==> src/rtl/riscv_mem_pkg.sv <==
// Shared types and defaults for the instruction/data memory arbiter.
// Latency: n/a (types only).  Backpressure: n/a.
package riscv_mem_pkg;

    localparam int AW_DEF = 32;
    localparam int DW_DEF = 32;

    localparam logic [DW_DEF/8-1:0] BE_ALL = '1;

    typedef enum logic {
        OWN_IF = 1'b0,
        OWN_D  = 1'b1
    } owner_e;

    typedef enum logic [1:0] {
        ARB_IDLE = 2'd0,
        ARB_HOLD = 2'd1,
        ARB_WAIT = 2'd2
    } arb_state_e;

endpackage

==> src/rtl/riscv_mem_arb_prio.sv <==
// Picks fetch vs data winner and tracks the data-grant streak that starves fetch.
// Latency: winner is combinational; streak updates on the clock.  Backpressure: none.
module riscv_mem_arb_prio
    import riscv_mem_pkg::*;
#(
    parameter int MAX_D_STREAK = 4
) (
    input  logic   clk,
    input  logic   reset,
    input  logic   if_req,
    input  logic   d_req,
    input  logic   gnt_vld,
    input  owner_e gnt_own,
    output owner_e winner
);

    localparam int SW = $clog2(MAX_D_STREAK + 1);

    logic [SW-1:0] streak;
    logic          at_max;

    assign at_max = (streak == SW'(MAX_D_STREAK));
    assign winner = (d_req && !(if_req && at_max)) ? OWN_D : OWN_IF;

    // The streak only matters while fetch is waiting, so any idle-fetch cycle resets it.
    always_ff @(posedge clk or negedge reset) begin
        if (!reset) begin
            streak <= '0;
        end else if (!if_req || (gnt_vld && gnt_own == OWN_IF)) begin
            streak <= '0;
        end else if (gnt_vld && gnt_own == OWN_D && !at_max) begin
            streak <= streak + 1'b1;
        end
    end

endmodule

==> src/rtl/riscv_mem_arbiter.sv <==
// Shares one single-port memory between instruction fetch and load/store, one transaction in flight.
// Latency: grant same cycle as mem_ready, response passed through combinationally; watchdog aborts after TIMEOUT.
module riscv_mem_arbiter
    import riscv_mem_pkg::*;
#(
    parameter int AW           = AW_DEF,
    parameter int DW           = DW_DEF,
    parameter int MAX_D_STREAK = 4,
    parameter int TIMEOUT      = 64
) (
    input  logic            clk,
    input  logic            reset,
    input  logic            if_req,
    input  logic [AW-1:0]   if_addr,
    output logic            if_gnt,
    output logic            if_rvalid,
    output logic [DW-1:0]   if_rdata,
    input  logic            d_req,
    input  logic            d_we,
    input  logic [AW-1:0]   d_addr,
    input  logic [DW-1:0]   d_wdata,
    input  logic [DW/8-1:0] d_be,
    output logic            d_gnt,
    output logic            d_rvalid,
    output logic [DW-1:0]   d_rdata,
    output logic            err,
    output logic            mem_req,
    output logic            mem_we,
    output logic [AW-1:0]   mem_addr,
    output logic [DW-1:0]   mem_wdata,
    output logic [DW/8-1:0] mem_be,
    input  logic            mem_ready,
    input  logic            mem_rvalid,
    input  logic [DW-1:0]   mem_rdata
);

    localparam int BW = DW / 8;
    localparam int TW = $clog2(TIMEOUT);

    arb_state_e    state;
    owner_e        owner;
    owner_e        cur_own;
    owner_e        winner;
    logic [TW-1:0] timer;

    logic in_idle, in_hold, in_wait;
    logic gnt_fire, rsp_fire, tmo, done;

    riscv_mem_arb_prio #(
        .MAX_D_STREAK(MAX_D_STREAK)
    ) u_prio (
        .clk     (clk),
        .reset   (reset),
        .if_req  (if_req),
        .d_req   (d_req),
        .gnt_vld (gnt_fire),
        .gnt_own (cur_own),
        .winner  (winner)
    );

    always_comb begin
        in_idle  = (state == ARB_IDLE);
        in_hold  = (state == ARB_HOLD);
        in_wait  = (state == ARB_WAIT);
        // Owner is only chosen in IDLE; once latched it stays locked until the response.
        cur_own  = in_idle ? winner : owner;
        mem_req  = reset && ((in_idle && (if_req || d_req)) || in_hold);
        gnt_fire = mem_req && mem_ready;
        rsp_fire = in_wait && mem_rvalid;
        tmo      = in_wait && !mem_rvalid && (timer == TW'(TIMEOUT - 1));
        done     = rsp_fire || tmo;

        mem_we    = 1'b0;
        mem_addr  = '0;
        mem_wdata = '0;
        mem_be    = '0;
        if (mem_req) begin
            if (cur_own == OWN_D) begin
                mem_we    = d_we;
                mem_addr  = d_addr;
                mem_wdata = d_wdata;
                mem_be    = d_be;
            end else begin
                mem_addr  = if_addr;
                mem_be    = {BW{BE_ALL[0]}};
            end
        end

        if_gnt    = gnt_fire && (cur_own == OWN_IF);
        d_gnt     = gnt_fire && (cur_own == OWN_D);
        if_rvalid = done && (owner == OWN_IF);
        d_rvalid  = done && (owner == OWN_D);
        err       = tmo;
        if_rdata  = (rsp_fire && owner == OWN_IF) ? mem_rdata : '0;
        d_rdata   = (rsp_fire && owner == OWN_D)  ? mem_rdata : '0;
    end

    always_ff @(posedge clk or negedge reset) begin
        if (!reset) begin
            state <= ARB_IDLE;
            owner <= OWN_IF;
            timer <= '0;
        end else begin
            case (state)
                ARB_IDLE: begin
                    if (if_req || d_req) begin
                        owner <= winner;
                        timer <= '0;
                        state <= mem_ready ? ARB_WAIT : ARB_HOLD;
                    end
                end
                ARB_HOLD: begin
                    if (mem_ready) begin
                        timer <= '0;
                        state <= ARB_WAIT;
                    end
                end
                ARB_WAIT: begin
                    if (done) begin
                        state <= ARB_IDLE;
                    end else begin
                        timer <= timer + 1'b1;
                    end
                end
                default: state <= ARB_IDLE;
            endcase
        end
    end

endmodule

==> config.mk <==
export PLATFORM = sky130hd
export DESIGN_NAME = riscv_mem_arbiter
export DESIGN_NICKNAME = d
export VERILOG_FILES = /design/src/rtl/riscv_mem_pkg.sv /design/src/rtl/riscv_mem_arb_prio.sv /design/src/rtl/riscv_mem_arbiter.sv
export SDC_FILE = /design/constraint.sdc
export NUM_CORES = 1
export LEC_CHECK = 0
export CAP_MARGIN = 10
export CORE_AREA = 8 8 102 104
export CTS_BUF_LIST = sky130_fd_sc_hd__clkbuf_8
export CTS_CLUSTER_SIZE = 14
export DETAILED_ROUTE_END_ITERATION = 6
export DIE_AREA = 0 0 110 112
export PLACE_DENSITY = 0.76
export SYNTH_ARGS = -nofsm -noshare
export SYNTH_HDL_FRONTEND = slang
export SYNTH_SLANG_ARGS = --single-unit
export TNS_END_PERCENT = 30
==> constraint.sdc <==
create_clock -name clk -period 3.6 [get_ports clk]
set_input_delay 0.72 -clock clk [delete_from_list [all_inputs] [get_ports clk]]
set_output_delay 0.72 -clock clk [all_outputs]
set_load 0.05 [all_outputs]
==> impl_metrics.prom, run 1 <==
# TYPE chip_impl_metric gauge
chip_impl_metric{name="detailedRoute.firstIterationViolations",unit=""} 137
chip_impl_metric{name="core_region_area",unit="um^2"} 8890
chip_impl_metric{name="power.density",unit="nW/um^2"} 293.6
chip_impl_metric{name="globalRoute.totalOverflow",unit=""} 0
chip_impl_metric{name="ant_nets",unit=""} 0
chip_impl_info{name="timing.critical_path.to_type",value="output pin"} 1
chip_impl_metric{name="cellLeakagePower",unit="nW"} 2.573
chip_impl_metric{name="areaGrowthSynthToFinish",unit="%"} 216.6
chip_impl_metric{name="nNetsFinal",unit=""} 716
chip_impl_metric{name="dpl_worst_slack",unit="ps"} 24.94
chip_impl_metric{name="cts_htree_levels",unit=""} 1
chip_impl_info{name="ctsRootBufferMaster",value="clkbuf_8"} 1
chip_impl_info{name="start_kind",value="input port"} 1
chip_impl_metric{name="drive_gt1_share",unit="%"} 27.05
chip_impl_metric{name="detailed_place_hpwl",unit="mm"} 10.45
chip_impl_metric{name="final-setup-viol-count",unit=""} 0
chip_impl_metric{name="timing.slew.headroom",unit="%"} 66.67
chip_impl_metric{name="layout_min_cycle_time",unit="ps"} 3505
chip_impl_metric{name="layout_skew",unit="ps"} 1.891
chip_impl_metric{name="seq_area_frac_synth",unit="%"} 15.38
chip_impl_metric{name="grt_first_pass_wirelength",unit="mm"} 17.55
chip_impl_metric{name="insertion_delay_to_the_later_sink_of_the_worst_skew_pair",unit="ps"} 240
chip_impl_metric{name="die_width",unit="um"} 110
chip_impl_metric{name="post_synth_inst_count",unit=""} 310
chip_impl_info{name="cpMaxStageDelayCell",value="clkdlybuf4s50_1"} 1
chip_impl_metric{name="initial_core_util",unit="%"} 21.96
chip_impl_info{name="post-synth-top-area-cell",value="and2_1"} 1
chip_impl_metric{name="postSynth.asyncResetShare",unit="%"} 100.0
chip_impl_metric{name="detail_route.wl_per_cell",unit="um"} 17.53
chip_impl_metric{name="port-buffer-count",unit=""} 277
chip_impl_metric{name="yosysTopAreaCellShare",unit="%"} 31.41
chip_impl_metric{name="die_area",unit="um^2"} 12320
chip_impl_metric{name="die_height",unit="um"} 112
chip_impl_metric{name="tightest_slew",unit="ps"} 498.7
chip_impl_metric{name="grt_pass1_vias",unit=""} 3189
chip_impl_metric{name="fin_setup_tns",unit="ps"} 0
chip_impl_metric{name="row_count",unit=""} 35
chip_impl_metric{name="post_place_cell_area",unit="um^2"} 6107
chip_impl_metric{name="post_synth.cell_area_avg",unit="um^2"} 6.296
chip_impl_metric{name="clock_sinks",unit=""} 12
chip_impl_metric{name="timing.fmax",unit="MHz"} 285.3
chip_impl_metric{name="finish.instance_area",unit="um^2"} 6180
chip_impl_info{name="crit_type",value="input port to output pin"} 1
chip_impl_metric{name="synth_warnings",unit=""} 0
chip_impl_info{name="outcome",value="finished clean"} 1
chip_impl_metric{name="drv.max_cap_violation_count",unit=""} 0
chip_impl_info{name="tritoncts",value="yes"} 1
chip_impl_metric{name="post_synth_instance_area",unit="um^2"} 1952
chip_impl_info{name="hold_class",value="register to register"} 1
chip_impl_info{name="dominantRegCellSynth",value="dfrtp_1"} 1
chip_impl_metric{name="clk_pin_slew",unit="ps"} 50
chip_impl_metric{name="synth_seq_cells",unit=""} 12
chip_impl_metric{name="grt_max_degree",unit=""} 39
chip_impl_metric{name="arrival",unit="ps"} 2780
chip_impl_metric{name="irDropWorstVdd",unit="mV"} 0.2386
chip_impl_metric{name="number_of_antenna_violations_at_the_first_check_in_global_routing",unit=""} 0
chip_impl_metric{name="layout.core_utilization",unit="%"} 69.51
chip_impl_metric{name="viasPerCell",unit=""} 4.478
chip_impl_metric{name="max_stage_delay",unit="ps"} 610
chip_impl_metric{name="dr_total_vias",unit=""} 3063
chip_impl_metric{name="length_of_the_first_detailed_routing_pass_in_iterations",unit=""} 4
chip_impl_metric{name="global_route.usage.total",unit="%"} 17.76
chip_impl_metric{name="final_hold_vio_count",unit=""} 0
chip_impl_metric{name="finalCritPeriodShare",unit="%"} 97.35
chip_impl_metric{name="pin_count",unit=""} 278
chip_impl_metric{name="critical_path.max_fanout",unit=""} 38
chip_impl_metric{name="gp_congestion",unit=""} 0.8674
chip_impl_info{name="synth_top_cells_by_area",value="and2_1 31%, dfrtp_1 15%, nand2_1 14%"} 1
chip_impl_metric{name="synth_cell_type_count",unit=""} 39
chip_impl_metric{name="postRouteWirelength",unit="mm"} 11.99
chip_impl_metric{name="synthesis.nets",unit=""} 452
chip_impl_metric{name="num_antenna_cells",unit=""} 0
chip_impl_metric{name="cp.required",unit="ps"} 2880
chip_impl_metric{name="tritoncts.num_buffers",unit=""} 3
chip_impl_metric{name="drc_errors",unit=""} 0
chip_impl_metric{name="number_of_flops_mapped_to_enable_cells_by_yosys",unit=""} 0
chip_impl_metric{name="timing.final.max_slew_violations",unit=""} 0
chip_impl_metric{name="timing.final.ws_setup",unit="ps"} 95.28
chip_impl_info{name="cp_cell_sequence",value="clkdlybuf4s50_1, nand3_1, a31oi_4, buf_6, nand2_1, a21oi_1, buf_12"} 1
chip_impl_metric{name="max-clock-path-buffers",unit=""} 2
[registers in the layout, indices dropped and copies added (netlist names)]
| signal | flops |
|---|---|
| owner | 1 |
| u_prio.streak | 3 |
| timer | 6 |
| state | 2 |
[cell usage after synthesis (all sizes together) (3+ instances only)]
library cell / number
a21oi: 33
ha: 3
nor2: 21
a31oi: 5
inv: 8
nand3: 5
nand2: 72
dfrtp: 12
and3: 4
buf: 14
clkbuf: 9
and2: 98
[power by group]
part | leakage, nW | switching [mW] | internal [mW] | total [mW]
combinational | 2.38 | 0.801 | 0.685 | 1.49
sequential | 0.160 | 0.0269 | 0.152 | 0.179
clock | 0.0288 | 0.0524 | 0.0968 | 0.149
[stage by stage]
step	power, mW	hold slack (ps)	std cells
after floorplan	0.9270	424.4	310
after global placement	1.644	508.1	680
after detailed placement	1.667	524.2	680
after CTS	1.823	532.9	684
after global routing	1.902	554.0	684
final	1.815	534.7	684
[per-layer routing]
metal / vias to the layer above / part of all wire (%) / GRT usage, %
li1: 1528 / - / -
met1: 1357 / 34 / 17.36
met2: 170 / 54 / 34.47
met3: 8 / 11 / 6.586
met4: 0 / 0.87 / 2.162
met5: - / 0 / 0
[cell usage in the layout, fill, tap and decap left out, types with 2 or more instances in the layout]
cell             instances
dfrtp_1                 12
clkbuf_8                 4
o22ai_1                  2
ha_1                     3
and2_1                  98
a21oi_1                 33
o21ai_0                  2
a31oi_1                  4
nor2_1                  20
nor3b_1                  2
nand2_1                 72
buf_12                 136
nand3_1                  5
and3_1                   4
buf_4                    7
inv_1                    7
mux2i_1                  2
o2bb2ai_1                2
clkdlybuf4s50_1        138
[final timing paths]
kind | endpoint | slack [ps] | depth (start not counted) | startpoint
setup / recovery | mem_addr[1] | 100 | 7 | if_req
hold / removal | timer[3] | 530 | 1 | timer[3]
setup reg to reg | u_prio.streak[2] | 1640 | 7 | u_prio.streak[0]
hold reg to reg | timer[3] | 530 | 1 | timer[3]
max in group asynchronous | timer[3] | 2600 | 2 | reset
min in group asynchronous | u_prio.streak[1] | 840 | 2 | reset
[worst max-delay path: cells and delay by family]
kind | cells | cell delay [ps]
buffers and inverters | 3 | 1110
AND/OR/NAND/NOR | 2 | 320
AO/OA/AOI/OAI | 2 | 620
[logic make-up after synthesis]
logic type / count (synthesis) / synth area share, %
adder cells (fa/ha/maj): 3 / 1.923
AO/OA/AOI/OAI: 55 / 18.08
multiplexers: 2 / 1.026
buffers and inverters: 31 / 9.103
AND/OR/NAND/NOR: 207 / 54.49
flip-flops: 12 / 15.38
[what timing repair did]
item	in CTS	in global routing
hold endpoints to repair	0	0
gates resized for setup	0	3
buffers inserted	0	0
setup endpoints to repair	0	35
hold buffers	0	0
[layout make-up]
type,count,area [um^2]
fill,632,2710
tap,111,138.9
inverter,8,30.03
timing repair buffer,282,4168
multi-input combinational,267,1488
sequential,12,300.3
clock buffer,4,55.05
No activity file was read; power rests on OpenSTA's default activity.
==> inputs of run 2 (changes only) <==
Settings changed: MAX_ROUTING_LAYER from default to met4.
Clock period 3.6 ns to 4.1 ns, I/O delays scaled along.
==> run 2 against run 1 <==
Compared with the run above:
- utilization decreased by 0.25 points
- non-clock buffer count unchanged
- combinational power decreased by 13%
- global-route usage increased by 0.88 points
- worst setup slack improved by 140 ps
- clock power decreased by 12%
- wire length increased by 1.1%
- sequential power decreased by 12%
- critical endpoint is now mem_addr[5]
==> impl_metrics.prom, run 2 (synthesis results as in run 1) <==
# TYPE chip_impl_metric gauge
chip_impl_metric{name="min_hold_slack",unit="ps"} 537.8
chip_impl_metric{name="grt_first_pass_wirelength",unit="mm"} 17.71
chip_impl_metric{name="timing.final.max_slew_violations",unit=""} 0
chip_impl_metric{name="post_layout_nonfiller_instances",unit=""} 684
chip_impl_metric{name="power.density",unit="nW/um^2"} 257.4
chip_impl_metric{name="drive_gt1_share",unit="%"} 26.53
chip_impl_metric{name="critical_path.max_fanout",unit=""} 29
chip_impl_metric{name="clk_pin_slew",unit="ps"} 50
chip_impl_metric{name="initial_core_util",unit="%"} 21.96
chip_impl_metric{name="die_width",unit="um"} 110
chip_impl_metric{name="irDropWorstVdd",unit="mV"} 0.2176
chip_impl_metric{name="grt_max_degree",unit=""} 38
chip_impl_metric{name="detailedRoute.firstIterationViolations",unit=""} 159
chip_impl_metric{name="detail_route.wl_per_cell",unit="um"} 17.72
chip_impl_metric{name="arrival",unit="ps"} 3040
chip_impl_metric{name="post-place-cells",unit=""} 680
chip_impl_info{name="setup_repair_after_global_routing_missed_its_margin",value="false"} 1
chip_impl_info{name="largest_register",value="timer"} 1
chip_impl_metric{name="drv.max_cap_violation_count",unit=""} 0
chip_impl_metric{name="timing.fmax",unit="MHz"} 258.9
chip_impl_metric{name="postRouteWirelength",unit="mm"} 12.12
chip_impl_metric{name="post-cts-setup-buffers",unit=""} 0
chip_impl_metric{name="dpl_worst_slack",unit="ps"} 275.9
chip_impl_metric{name="areaGrowthSynthToFinish",unit="%"} 215.4
chip_impl_metric{name="grt_pass1_vias",unit=""} 3255
chip_impl_info{name="layout.cells.most_common_list",value="141 x clkdlybuf4s50_1, 135 x buf_12, 98 x and2_1"} 1
chip_impl_metric{name="max_stage_delay",unit="ps"} 640
chip_impl_info{name="ctsRootBufferMaster",value="clkbuf_8"} 1
chip_impl_metric{name="nNetsFinal",unit=""} 716
chip_impl_info{name="crit_type",value="input port to output pin"} 1
chip_impl_metric{name="clock_sinks",unit=""} 12
chip_impl_info{name="layout_commonest_cell",value="clkdlybuf4s50_1"} 1
chip_impl_metric{name="cp.required",unit="ps"} 3280
chip_impl_metric{name="die_area",unit="um^2"} 12320
chip_impl_metric{name="met3_wirelength",unit="mm"} 1.018
chip_impl_metric{name="die_height",unit="um"} 112
chip_impl_info{name="outcome",value="finished clean"} 1
chip_impl_metric{name="globalRoute.totalOverflow",unit=""} 0
chip_impl_metric{name="flip_flop_count_of_the_largest_register_after_layout",unit=""} 6
chip_impl_metric{name="timing.final.ws_setup",unit="ps"} 237.1
chip_impl_metric{name="tightest_slew",unit="ps"} 898.9
chip_impl_info{name="cpMaxStageDelayCell",value="clkdlybuf4s50_1"} 1
chip_impl_metric{name="finalCritPeriodShare",unit="%"} 94.22
chip_impl_metric{name="final-setup-viol-count",unit=""} 0
chip_impl_info{name="hold_class",value="register to register"} 1
chip_impl_metric{name="layout_min_cycle_time",unit="ps"} 3863
chip_impl_metric{name="max-clock-path-buffers",unit=""} 2
chip_impl_metric{name="length_of_the_first_detailed_routing_pass_in_iterations",unit=""} 4
chip_impl_metric{name="route.met2.wl",unit="mm"} 6.490
chip_impl_metric{name="final_hold_vio_count",unit=""} 0
chip_impl_info{name="tritoncts",value="yes"} 1
chip_impl_metric{name="layout_skew",unit="ps"} 2.353
chip_impl_metric{name="fin_setup_tns",unit="ps"} 0
chip_impl_metric{name="cts_repair_resize_count",unit=""} 0
chip_impl_metric{name="cts-hold-fix-buffers",unit=""} 0
chip_impl_metric{name="gp_congestion",unit=""} 0.8676
chip_impl_info{name="cp_top_family",value="buffers and inverters"} 1
chip_impl_metric{name="count_of_buffer_and_inverter_cells_on_the_critical_path",unit=""} 3
chip_impl_info{name="start_kind",value="input port"} 1
chip_impl_metric{name="port-buffer-count",unit=""} 277
chip_impl_metric{name="viasPerCell",unit=""} 4.493
chip_impl_metric{name="number_of_antenna_violations_at_the_first_check_in_global_routing",unit=""} 0
chip_impl_metric{name="drt-met1-wl",unit="mm"} 4.434
chip_impl_info{name="top_signal_layer_used",value="met4"} 1
chip_impl_info{name="cp_cell_sequence",value="clkdlybuf4s50_1, nand3_1, a31oi_4, buf_4, nand2_1, a21oi_1, buf_12"} 1
chip_impl_info{name="timing.critical_path.to_type",value="output pin"} 1
chip_impl_info{name="largest_registers",value="timer: 6 flops, u_prio.streak: 3 flops, state: 2 flops"} 1
chip_impl_metric{name="insertion_delay_to_the_later_sink_of_the_worst_skew_pair",unit="ps"} 240
chip_impl_metric{name="core_region_area",unit="um^2"} 8890
chip_impl_metric{name="detailed_place_hpwl",unit="mm"} 10.59
chip_impl_metric{name="tritoncts.num_buffers",unit=""} 3
chip_impl_metric{name="drc_errors",unit=""} 0
chip_impl_metric{name="timing.slew.headroom",unit="%"} 40.01
chip_impl_metric{name="ant_nets",unit=""} 0
chip_impl_metric{name="totalPowerFinal",unit="mW"} 1.585
chip_impl_metric{name="num_antenna_cells",unit=""} 0
chip_impl_metric{name="cts_htree_levels",unit=""} 1
chip_impl_metric{name="dr_total_vias",unit=""} 3073
chip_impl_metric{name="cellLeakagePower",unit="nW"} 2.559
chip_impl_metric{name="global_route.usage.total",unit="%"} 18.63
chip_impl_metric{name="pin_count",unit=""} 278
chip_impl_metric{name="row_count",unit=""} 35
==> run 2: cell types whose count changed in the layout (fill, tap and decap cells not counted) <==
cell	delta
buf_12	-1
nor2_2	+1
nor2_4	-1
clkdlybuf4s50_1	+3
a31o_2	+1
buf_4	-1
buf_6	-1
a31o_4	-1
==> run 2: final timing paths <==
kind / cells after the start / end / start / slack (ps)
worst max-delay path: 7 / mem_addr[5] / if_req / 240
worst min-delay path: 1 / timer[0] / timer[0] / 540
worst max register to register: 6 / u_prio.streak[2] / u_prio.streak[0] / 2340
worst min register to register: 1 / timer[0] / timer[0] / 540
max in group asynchronous: 2 / u_prio.streak[0] / reset / 3010
min in group asynchronous: 2 / timer[1] / reset / 930
==> run 2: cell type report <==
cell class,count,area [um^2]
Clock buffer,4,55.05
Multi-Input combinational cell,267,1474
Sequential cell,12,300.3
Inverter,8,30.03
Fill cell,650,2733
Timing Repair Buffer,282,4159
Tap cell,111,138.9
==> run 2: worst register-to-register path: stages (launching register included) <==
cell     delay (ps)
dfrtp_1         400
inv_1            90
ha_1            230
nand3_1         160
a31oi_4         410
a31oi_1          80
o221a_2         280
==> run 2: per-stage QoR <==
stage | utilization [%] | cell area [um^2]
finish | 69.26 | 6157
global route | 69.26 | 6157
CTS | 69.26 | 6157
detailed placement | 68.64 | 6102
global placement | 68.64 | 6102
floorplan | - | 1952
==> run 2: report_power, final <==
group          internal, mW  switching, mW  total (mW)
Combinational         0.596          0.701        1.30
Sequential            0.133         0.0240       0.157
Clock                0.0850         0.0457       0.131
Total                 0.814          0.771        1.59
==> run 2: routing by layer <==
layer / vias to the layer above / GRT usage (%)
li1: 1526 / -
met5: - / -
met1: 1360 / 19.02
met2: 173 / 35.23
met3: 14 / 4.217
met4: 0 / 2.703
